--- src/rtl/keypad_pkg.sv ---
// Shared types for the keypad scanner: scan FSM states, the key event record
// and the event storage depth used when the FIFO build option is enabled.
package keypad_pkg;

    typedef enum logic [1:0] {
        ST_DRIVE   = 2'd0,
        ST_CAPTURE = 2'd1,
        ST_EVAL    = 2'd2
    } scan_state_e;

    localparam int FIFO_DEPTH = 4;

    // Wide enough for the largest supported 8x8 matrix.
    localparam int MAX_CODE_W = 6;

    typedef struct packed {
        logic [MAX_CODE_W-1:0] code;
        logic                  press;
    } key_event_t;

endpackage

--- src/rtl/keypad_event_fifo.sv ---
// Small event queue between the scanner and the consumer. A push is accepted
// while not full, or when full and a pop happens on the same edge.
module keypad_event_fifo
    import keypad_pkg::*;
#(
    parameter int Depth = FIFO_DEPTH
) (
    input  logic       Clock,
    input  logic       Reset,
    input  logic       push_valid,
    output logic       push_ready,
    input  key_event_t push_data,
    output logic       pop_valid,
    input  logic       pop_ready,
    output key_event_t pop_data
);

    localparam int PtrW = (Depth > 1) ? $clog2(Depth) : 1;
    localparam int CntW = $clog2(Depth + 1);

    key_event_t      mem [Depth];
    logic [PtrW-1:0] wr_ptr;
    logic [PtrW-1:0] rd_ptr;
    logic [CntW-1:0] count;
    logic            do_push;
    logic            do_pop;

    // Valid/ready: a transfer happens on a posedge where valid && ready; data
    // stays stable while valid is high and ready is low.
    assign pop_valid  = (count != '0);
    assign pop_data   = mem[rd_ptr];
    assign push_ready = (count != CntW'(Depth)) || pop_ready;
    assign do_push    = push_valid && push_ready;
    assign do_pop     = pop_valid && pop_ready;

    always_ff @(posedge Clock) begin
        if (Reset) begin
            wr_ptr <= '0;
            rd_ptr <= '0;
            count  <= '0;
            for (int i = 0; i < Depth; i++) begin
                mem[i] <= '0;
            end
        end else begin
            if (do_push) begin
                mem[wr_ptr] <= push_data;
                wr_ptr      <= (wr_ptr == PtrW'(Depth - 1)) ? '0 : wr_ptr + PtrW'(1);
            end
            if (do_pop) begin
                rd_ptr <= (rd_ptr == PtrW'(Depth - 1)) ? '0 : rd_ptr + PtrW'(1);
            end
            count <= count + CntW'(do_push) - CntW'(do_pop);
        end
    end

endmodule

--- src/rtl/keypad_scan.sv ---
// Row-scanning keypad matrix reader with per-key debounce and an event queue.
// Define KEYPAD_SCAN_FIFO_EN for a 4-entry event FIFO; otherwise a single register.
module keypad_scan
    import keypad_pkg::*;
#(
    parameter int Rows            = 4,
    parameter int Cols            = 4,
    parameter int ClockPeriod_ns  = 20,
    parameter int SettlePeriod_ns = 60,
    parameter int Stable          = 4
) (
    input  logic                          Clock,
    input  logic                          Reset,
    output logic [Rows-1:0]               RowDrive,
    input  logic [Cols-1:0]               ColSense,
    output logic                          EventValid,
    input  logic                          EventReady,
    output logic [$clog2(Rows*Cols)-1:0]  EventCode,
    output logic                          EventPress,
    output logic [Rows*Cols-1:0]          KeyState,
    output scan_state_e                   DebugState
);

    localparam int Keys         = Rows * Cols;
    localparam int CodeW        = $clog2(Keys);
    localparam int SettleRaw    = SettlePeriod_ns / ClockPeriod_ns;
    localparam int SettleCycles = (SettleRaw > 3) ? SettleRaw : 3;
    localparam int SetW         = $clog2(SettleCycles);
    localparam int RowW         = $clog2(Rows);
    localparam int ColW         = $clog2(Cols);
`ifdef KEYPAD_SCAN_FIFO_EN
    localparam int EventDepth   = FIFO_DEPTH;
`else
    localparam int EventDepth   = 1;
`endif

    scan_state_e       state;
    scan_state_e       state_next;
    logic [RowW-1:0]   row_idx;
    logic [RowW-1:0]   row_next;
    logic [ColW-1:0]   col_idx;
    logic [SetW-1:0]   settle_cnt;
    logic [Cols-1:0]   col_meta;
    logic [Cols-1:0]   col_sync;
    logic [Cols-1:0]   captured;
    logic [Stable-1:0] hist [Keys];
    logic [Stable-1:0] hist_new;
    logic [CodeW-1:0]  key_idx;
    logic              settle_done;
    logic              last_col;
    logic              toggle;
    logic              stall;
    logic              push_valid;
    logic              push_ready;
    key_event_t        push_evt;
    key_event_t        pop_evt;
    logic              unused_code_bits;

    assign key_idx     = CodeW'(row_idx) * CodeW'(Cols) + CodeW'(col_idx);
    assign settle_done = (settle_cnt == SetW'(SettleCycles - 1));
    assign last_col    = (col_idx == ColW'(Cols - 1));

    // A toggle that cannot be queued freezes the whole scan in place.
    always_comb begin
        hist_new = {hist[key_idx][Stable-2:0], captured[col_idx]};
        toggle   = (state == ST_EVAL) &&
                   ((&hist_new && !KeyState[key_idx]) || (~|hist_new && KeyState[key_idx]));
        stall    = toggle && !push_ready;
    end

    always_ff @(posedge Clock) begin
        if (Reset) begin
            state    <= ST_DRIVE;
            row_idx  <= '0;
            RowDrive <= '1;
        end else begin
            state   <= state_next;
            row_idx <= row_next;
            if (state_next == ST_DRIVE) begin
                RowDrive <= ~({{(Rows-1){1'b0}}, 1'b1} << row_next);
            end
        end
    end

    always_comb begin
        state_next = state;
        row_next   = row_idx;
        unique case (state)
            ST_DRIVE:   if (settle_done) state_next = ST_CAPTURE;
            ST_CAPTURE: state_next = ST_EVAL;
            ST_EVAL: begin
                if (!stall && last_col) begin
                    state_next = ST_DRIVE;
                    row_next   = (row_idx == RowW'(Rows - 1)) ? '0 : row_idx + RowW'(1);
                end
            end
            default:    state_next = ST_DRIVE;
        endcase
    end

    always_comb begin
        push_valid     = toggle;
        push_evt.code  = MAX_CODE_W'(key_idx);
        push_evt.press = ~KeyState[key_idx];
        DebugState     = state;
    end

    always_ff @(posedge Clock) begin
        if (Reset) begin
            col_meta   <= '1;
            col_sync   <= '1;
            captured   <= '0;
            settle_cnt <= '0;
            col_idx    <= '0;
            KeyState   <= '0;
            for (int k = 0; k < Keys; k++) begin
                hist[k] <= '0;
            end
        end else begin
            col_meta <= ColSense;
            col_sync <= col_meta;
            unique case (state)
                ST_DRIVE: settle_cnt <= settle_done ? '0 : settle_cnt + SetW'(1);
                ST_CAPTURE: begin
                    captured <= ~col_sync;
                    col_idx  <= '0;
                end
                ST_EVAL: begin
                    if (!stall) begin
                        hist[key_idx] <= hist_new;
                        if (toggle) KeyState[key_idx] <= ~KeyState[key_idx];
                        col_idx <= last_col ? '0 : col_idx + ColW'(1);
                        if (last_col) settle_cnt <= '0;
                    end
                end
                default: ;
            endcase
        end
    end

    keypad_event_fifo #(
        .Depth (EventDepth)
    ) u_event_fifo (
        .Clock      (Clock),
        .Reset      (Reset),
        .push_valid (push_valid),
        .push_ready (push_ready),
        .push_data  (push_evt),
        .pop_valid  (EventValid),
        .pop_ready  (EventReady),
        .pop_data   (pop_evt)
    );

    assign EventCode        = pop_evt.code[CodeW-1:0];
    assign EventPress       = pop_evt.press;
    assign unused_code_bits = ^pop_evt.code;

endmodule

--- config.mk ---
export PLATFORM = sky130hd
export DESIGN_NAME = keypad_scan
export DESIGN_NICKNAME = d
export VERILOG_FILES = /design/src/rtl/keypad_pkg.sv /design/src/rtl/keypad_event_fifo.sv /design/src/rtl/keypad_scan.sv
export SDC_FILE = /design/constraint.sdc
export NUM_CORES = 1
export LEC_CHECK = 0
export ABC_AREA = 1
export BUFFER_PORTS_ARGS = -buffer_cell sky130_fd_sc_hd__buf_2
export CORE_ASPECT_RATIO = 0.9
export CORE_MARGIN = 4
export CORE_UTILIZATION = 45
export DETAILED_ROUTE_END_ITERATION = 10
export GPL_ROUTABILITY_DRIVEN = 0
export PLACE_DENSITY_LB_ADDON = 0.25
export SLEW_MARGIN = 20
export SYNTH_ARGS = -nofsm -noshare
export SYNTH_HDL_FRONTEND = slang
export SYNTH_SLANG_ARGS = --single-unit
--- constraint.sdc ---
create_clock -name Clock -period 2.3 [get_ports Clock]
set_clock_uncertainty 0.15 [all_clocks]
set_input_delay 0.575 -clock Clock [delete_from_list [all_inputs] [get_ports Clock]]
set_output_delay 0.575 -clock Clock [all_outputs]
set_load 0.01 [all_outputs]
==> results of run 1 <==
[cells in the mapped netlist (all sizes together)]
library cell / instances / area [um^2]
nand2: 141 / 562
nand3: 68 / 470
nor2: 66 / 303
inv: 61 / 229
edfxtp: 53 / 1590
dfxtp: 41 / 821
buf: 26 / 176
a31oi: 17 / 106
nor3: 16 / 90.1
nor4: 16 / 113
ha: 12 / 150
clkbuf: 11 / 41.3
a21oi: 10 / 50.1
o21ai: 8 / 51.3
or2: 8 / 50.1
nand4: 6 / 67.6
a211oi: 1 / 7.51
a32oi: 1 / 16.3
[per-layer routing]
layer  part of all wire  global-route usage  wire [um]  up-vias
li1                   -                   -          -     2013
met1               0.43               0.269       5230     1977
met2               0.48               0.332       5870      160
met3              0.069              0.0401        843       22
met4              0.019              0.0678        229        0
met5                  0                   0          0        -
[repair_timing]
action / 4_1_cts / 5_1_grt
cloned: 1 / 1
hold buffers: 0 / 0
pin swaps: 9 / 6
gates resized for setup: 34 / 45
setup buffers: 6 / 4
setup endpoints to repair: 79 / 133
endpoints found under the hold margin: 0 / 0
[cells by family (layout without fill, tap and decap cells)]
kind of cell | Yosys count | in the layout
adder cells (fa/ha/maj) | 12 | 12
flip-flops | 94 | 94
buffers and inverters | 98 | 177
AO/OA/AOI/OAI | 37 | 37
AND/OR/NAND/NOR | 321 | 321
[power by group through the flow]
| stage | clock network, mW | registers (mW) | logic, mW |
|---|---|---|---|
| 3_5_place_dp | 0 | 2.00 | 1.09 |
| 2_1_floorplan | 0 | 1.99 | 0.722 |
| 5_1_grt | 1.59 | 1.98 | 1.33 |
| 3_3_place_gp | 0 | 2.00 | 1.07 |
| 4_1_cts | 1.51 | 1.96 | 1.16 |
| 6_report | 1.50 | 1.96 | 1.20 |
[sequential cells by signal (all words and copies together) (netlist names)]
| name | count |
|---|---|
| KeyState | 16 |
| u_event_fifo.mem | 5 |
| DebugState | 2 |
| captured | 4 |
| settle_cnt | 2 |
| row_idx | 2 |
| col_meta | 4 |
| u_event_fifo.pop_valid | 1 |
| hist | 48 |
| col_sync | 4 |
| RowDrive | 4 |
| col_idx | 2 |
[path summary, 6_finish.rpt]
path | start | endpoint | slack (ns)
max reg2reg | col_idx[0]$_SDFFE_PP0P_ | hist[10][0]$_SDFFCE_PN0P_ | -0.07
min | col_sync[0]$_SDFF_PP1_ | captured[0]$_SDFFE_PP0N_ | 0.26
min reg2reg | col_sync[0]$_SDFF_PP1_ | captured[0]$_SDFFE_PP0N_ | 0.26
max | col_idx[0]$_SDFFE_PP0P_ | hist[10][0]$_SDFFCE_PN0P_ | -0.07
[worst reg2reg max path, stage by stage (launching register included)]
cell and delay (ns):
dfxtp_4 0.36, inv_4 0.08, buf_2 0.16, nand2_1 0.07, nand3_1 0.07, nand3_1 0.09, nand3_1 0.11, nand2_2 0.08
nand2_2 0.09, o21ai_4 0.06, nand4_4 0.08, nand2_2 0.07, nor2_4 0.15, buf_12 0.16, buf_6 0.10, nand3_4 0.10
nand2_4 0.10
[placed cells by master (no fill, tap or decap), types with 12 or more instances in the layout]
master	instances
a31oi_1	17
buf_2	35
buf_4	45
dfxtp_1	39
edfxtp_1	53
ha_1	12
inv_1	57
nand2_1	101
nand2_2	27
nand2_4	13
nand3_1	39
nand3_2	14
nand3_4	15
nor2_1	44
nor2_2	20
nor3_1	14
[final cells by class]
cell class                 instances  area, um^2  share of cell area
multi-input combinational        370        2450               0.382
sequential                        94        2420               0.377
timing repair buffer             100         848               0.132
clock buffer                      11         243              0.0379
inverter                          61         234              0.0365
tap                              129         161              0.0252
clock inverter                     5        56.3             0.00879
[stage by stage]
stage | power, mW | worst slack [ns] | utilization | TNS (ns) | area, um^2
finish | 4.66 | -0.0651 | 0.615 | -2.26 | 6410
global route | 4.91 | -0.210 | 0.615 | -16.04 | 6410
CTS | 4.64 | -0.0938 | 0.593 | -2.87 | 6180
detailed placement | 3.09 | -0.111 | 0.540 | -3.88 | 5630
global placement | 3.07 | -0.0637 | 0.540 | -1.13 | 5630
floorplan | 2.71 | -0.133 | - | -5.56 | 4970
==> out/summary.json, run 1 <==
{
  "cpPeakStageDelay_ns": 0.36,
  "grt_overflow": 0,
  "antenna_violating_nets_post_route": 0,
  "tritoncts_clock_tree": "yes",
  "distinct_cell_type_count_after_synthesis": 32,
  "violations": "negative setup slack",
  "fp.dieArea_um2": 12600,
  "layout.cells.non_filler": 770,
  "clock_insertion_delay_worst_skew_ns": 0.34,
  "switching_share": 0.308,
  "power.share.combinational": 0.257,
  "criticalPathCategory": "register to register",
  "count_of_buffering_cells_on_the_critical_path_with_inverters_included": 4,
  "setup_viol_count_final": 85,
  "synthesis.area_um2": 4900,
  "syn-num-nets": 581,
  "cellInternalPower_mw": 3.23,
  "avgRoutedWirePerCell_um": 15.8,
  "number_of_diodes": 0,
  "initial_utilization": 0.470,
  "timing.final.crit_period_ns": 2.37,
  "sequential_fraction_of_the_synthesis_area": 0.493,
  "grt_setup_unrepaired": "true",
  "first_global_vias": 4081,
  "final_layout_size_suffix_gt1_frac": 0.378,
  "clockBufferDepth": 2,
  "grt_max_degree": 30,
  "synth-compound-area-share": 0.0473,
  "final_nets": 655,
  "final_routed_wirelength_across_all_metal_layers_mm": 12.2,
  "whs_ns": 0.257,
  "grt_antenna_before_repair": 0,
  "postSynthCellCount": 562,
  "cts-root-buf": "clkbuf_16",
  "first_pass_grt_wire_length_mm": 20.2,
  "worstSetupStartpointType": "register",
  "fillers": 870,
  "flow.area_growth_from_synthesis_pct": 30.9,
  "first_iter_violations": 248,
  "net-switching-power_mw": 1.44,
  "h-tree-depth": 3,
  "placementRows": 35,
  "synthesized_area_fraction_occupied_by_and_or_nand_nor_cells": 0.338,
  "cp_data_required_time_ns": 2.21,
  "dpl.hpwl_mm": 8.60,
  "cts_inserted_buffers": 9,
  "maxSlewHeadroom": 0.481,
  "via_count": 4172,
  "cts.sink_count": 94,
  "crit_path_dat_ns": 2.27,
  "drc": 0,
  "clk_transition_reported_paths_ns": 0.06,
  "chipHeight_um": 107,
  "timing.reg2reg.worst_path_depth": 16,
  "synth.area.mux_share": 0,
  "result_of_the_run": "complete, but fails checks",
  "worst-slew-pin-transition_ns": 0.778,
  "core_footprint_um2": 10400,
  "min_period_over_period": 1.03,
  "worstSetupPathDepth": 16,
  "peakVddDrop_mv": 0.359,
  "synth_warnings": 0,
  "dp.cells": 742,
  "main_combinational_cell_family_by_area_after_synthesis": "simple AND/OR/NAND/NOR gates",
  "critical-path-slowest-cell": "dfxtp_4",
  "worstSetupEndpointType": "register",
  "postLayoutSetupSlackWorst_ns": -0.0651,
  "syn_avg_cell_area_um2": 8.71,
  "power_share_of_the_clock_group": 0.321,
  "power.leakage_nw": 2.62,
  "worstHoldPathCells": 1,
  "route.detailed.vias_per_inst": 5.42,
  "dr.pass1.iters": 5,
  "clock.fmax_mhz": 423,
  "crit_family": "simple AND/OR/NAND/NOR gates",
  "max-cap-violations": 0,
  "synth_xor_area_frac": 0,
  "final_report_max_slew_violation_count": 0,
  "synthAdderAreaFrac": 0.0307,
  "count_of_pins_on_the_block_boundary": 35,
  "timing.critical_path.fanout_max": 8,
  "die-width_um": 118,
  "io_buffer_count": 34,
  "hp-class": "register to register",
  "synth.ff_latch_count": 94,
  "timing.critical_path.cells": "inv_4, buf_2, nand2_1, nand3_1, nand3_1, nand3_1, nand2_2, nand2_2, o21ai_4, nand4_4, nand2_2, nor2_4, buf_12, buf_6, nand3_4, nand2_4",
  "sequentialPowerShare": 0.421,
  "timing_hold_violations_final": 0,
  "power_per_standard_cell_area_nw_per_um2": 728,
  "grtUsageTotal": 0.202
}
(Power assumes the default switching activity.)
==> inputs of run 2 (changes only) <==
- REMOVE_ABC_BUFFERS: unset -> 1
==> out/summary.json, run 2 (same netlist as run 1, synthesis figures left out) <==
{
  "result_of_the_run": "complete, but fails checks",
  "violations": "negative setup slack",
  "final_design_area_no_fill_um2": 6540,
  "dp_worst_setup_slack_ns": -0.169,
  "dr.pass1.iters": 5,
  "clk_transition_reported_paths_ns": 0.07,
  "final_report_max_slew_violation_count": 0,
  "cp_data_required_time_ns": 2.21,
  "grt_max_degree": 26,
  "finish.utilization": 0.627,
  "final_routed_wirelength_across_all_metal_layers_mm": 13.2,
  "antenna_violating_nets_post_route": 0,
  "timing.critical_path.fanout_max": 12,
  "drc": 0,
  "h-tree-depth": 3,
  "via_count": 4213,
  "clockBufferDepth": 2,
  "max-cap-violations": 0,
  "net-switching-power_mw": 1.51,
  "whs_ns": 0.256,
  "power_share_of_the_clock_group": 0.307,
  "first_pass_grt_wire_length_mm": 20.8,
  "worstHoldPathCells": 2,
  "cts_inserted_buffers": 9,
  "fp.dieArea_um2": 12600,
  "layout_commonest_cell": "nand2_1",
  "grt_setup_unrepaired": "true",
  "criticalPathCategory": "register to register",
  "tritoncts_clock_tree": "yes",
  "postLayoutSetupSlackWorst_ns": -0.172,
  "grtUsageTotal": 0.206,
  "initial_utilization": 0.470,
  "hold_buffers": 0,
  "peakVddDrop_mv": 0.458,
  "place_area_um2": 5560,
  "crit_path_dat_ns": 2.38,
  "largest_registers": "hist: 48 flops, KeyState: 16 flops, u_event_fifo.mem: 5 flops",
  "first_iter_violations": 470,
  "layout.cells.most_common_list": "nand2_1, inv_1, edfxtp_1",
  "route.detailed.vias_per_inst": 5.47,
  "core_footprint_um2": 10400,
  "fillers": 859,
  "setup_viol_count_final": 123,
  "worst-slew-pin-transition_ns": 0.800,
  "grt_overflow": 0,
  "timing.final.crit_period_ns": 2.47,
  "max_flop_register": "hist",
  "first_global_vias": 4098,
  "largest_register_ff_count": 48,
  "maxSlewHeadroom": 0.466,
  "worstSetupEndpointType": "register",
  "placementRows": 35,
  "cellInternalPower_mw": 3.14,
  "min_period_over_period": 1.07,
  "sequentialPowerShare": 0.422,
  "clock.fmax_mhz": 404,
  "avgRoutedWirePerCell_um": 17.2,
  "final_layout_size_suffix_gt1_frac": 0.399,
  "power.leakage_nw": 2.69,
  "timing_hold_violations_final": 0,
  "dpl.hpwl_mm": 8.82,
  "worstSetupStartpointType": "register",
  "clock_insertion_delay_worst_skew_ns": 0.35,
  "io_buffer_count": 34,
  "hp-class": "input port to register",
  "chipHeight_um": 107,
  "grt_antenna_before_repair": 0,
  "switching_share": 0.324,
  "count_of_pins_on_the_block_boundary": 35,
  "final_nets": 655,
  "flow.area_growth_from_synthesis_pct": 33.5,
  "power.share.combinational": 0.271,
  "number_of_diodes": 0,
  "cts.sink_count": 94,
  "power_per_standard_cell_area_nw_per_um2": 710,
  "timing.reg2reg.worst_path_depth": 14,
  "cts-root-buf": "clkbuf_16",
  "die-width_um": 118
}
-- run 2: area by class of cell --
class | count | area, um^2 | area share
Clock buffer | 10 | 239 | 0.0366
Clock inverter | 6 | 43.8 | 0.00670
Tap cell | 129 | 161 | 0.0247
Sequential cell | 94 | 2420 | 0.370
Timing Repair Buffer | 100 | 905 | 0.138
Inverter | 61 | 239 | 0.0366
Multi-Input combinational cell | 370 | 2530 | 0.387
-- run 2: power by group through the flow --
stage | Clock, mW | Sequential (mW) | Combinational [mW]
finish | 1.43 | 1.96 | 1.26
global route | 1.52 | 1.97 | 1.37
CTS | 1.45 | 1.95 | 1.10
detailed placement | 0 | 1.99 | 1.08
global placement | 0 | 1.98 | 1.05
floorplan | 0 | 2.01 | 0.622
-- run 2: layer usage --
layer	share of wire	up-vias	track usage
met5	0	-	0
met4	0.017	0	0.0661
met3	0.046	23	0.0364
met2	0.49	139	0.349
met1	0.45	2050	0.271
li1	-	2001	-
-- run 2: timing repair --
item / 4_1_cts / 5_1_grt
gates resized for setup: 33 / 86
pin swaps: 3 / 19
gates cloned: 0 / 4
setup endpoints to repair: 122 / 134
buffers inserted: 0 / 5
-- run 2: worst paths after layout --
path,endpoint,from,slack [ns]
min reg2reg,col_sync[3]$_SDFF_PP1_,col_meta[3]$_SDFF_PP1_,0.26
max,hist[1][1]$_SDFFCE_PN0P_,col_idx[0]$_SDFFE_PP0P_,-0.17
max reg2reg,hist[1][1]$_SDFFCE_PN0P_,col_idx[0]$_SDFFE_PP0P_,-0.17
min,col_meta[1]$_SDFF_PP1_,ColSense[1],0.26
-- run 2: stage by stage --
step,setup TNS (ns),total power [mW],instances
after floorplan,-124.36,2.63,525
after global placement,-5.42,3.03,745
after detailed placement,-11.73,3.07,745
after CTS,-5.02,4.50,761
after global routing,-27.61,4.86,770
final,-10.75,4.64,770
-- run 2: critical path, stage by stage (launching register included) --
cell       delay [ns]
dfxtp_4          0.41
buf_4            0.21
nand2_1          0.07
nand3_1          0.10
nand3_1          0.08
nand3_1          0.13
nand2_4          0.10
inv_2            0.09
nand2_4          0.06
nand4_4          0.08
nand2_2          0.06
nor2_4           0.22
clkbuf_16        0.21
nand3_4          0.10
nand2_4          0.11
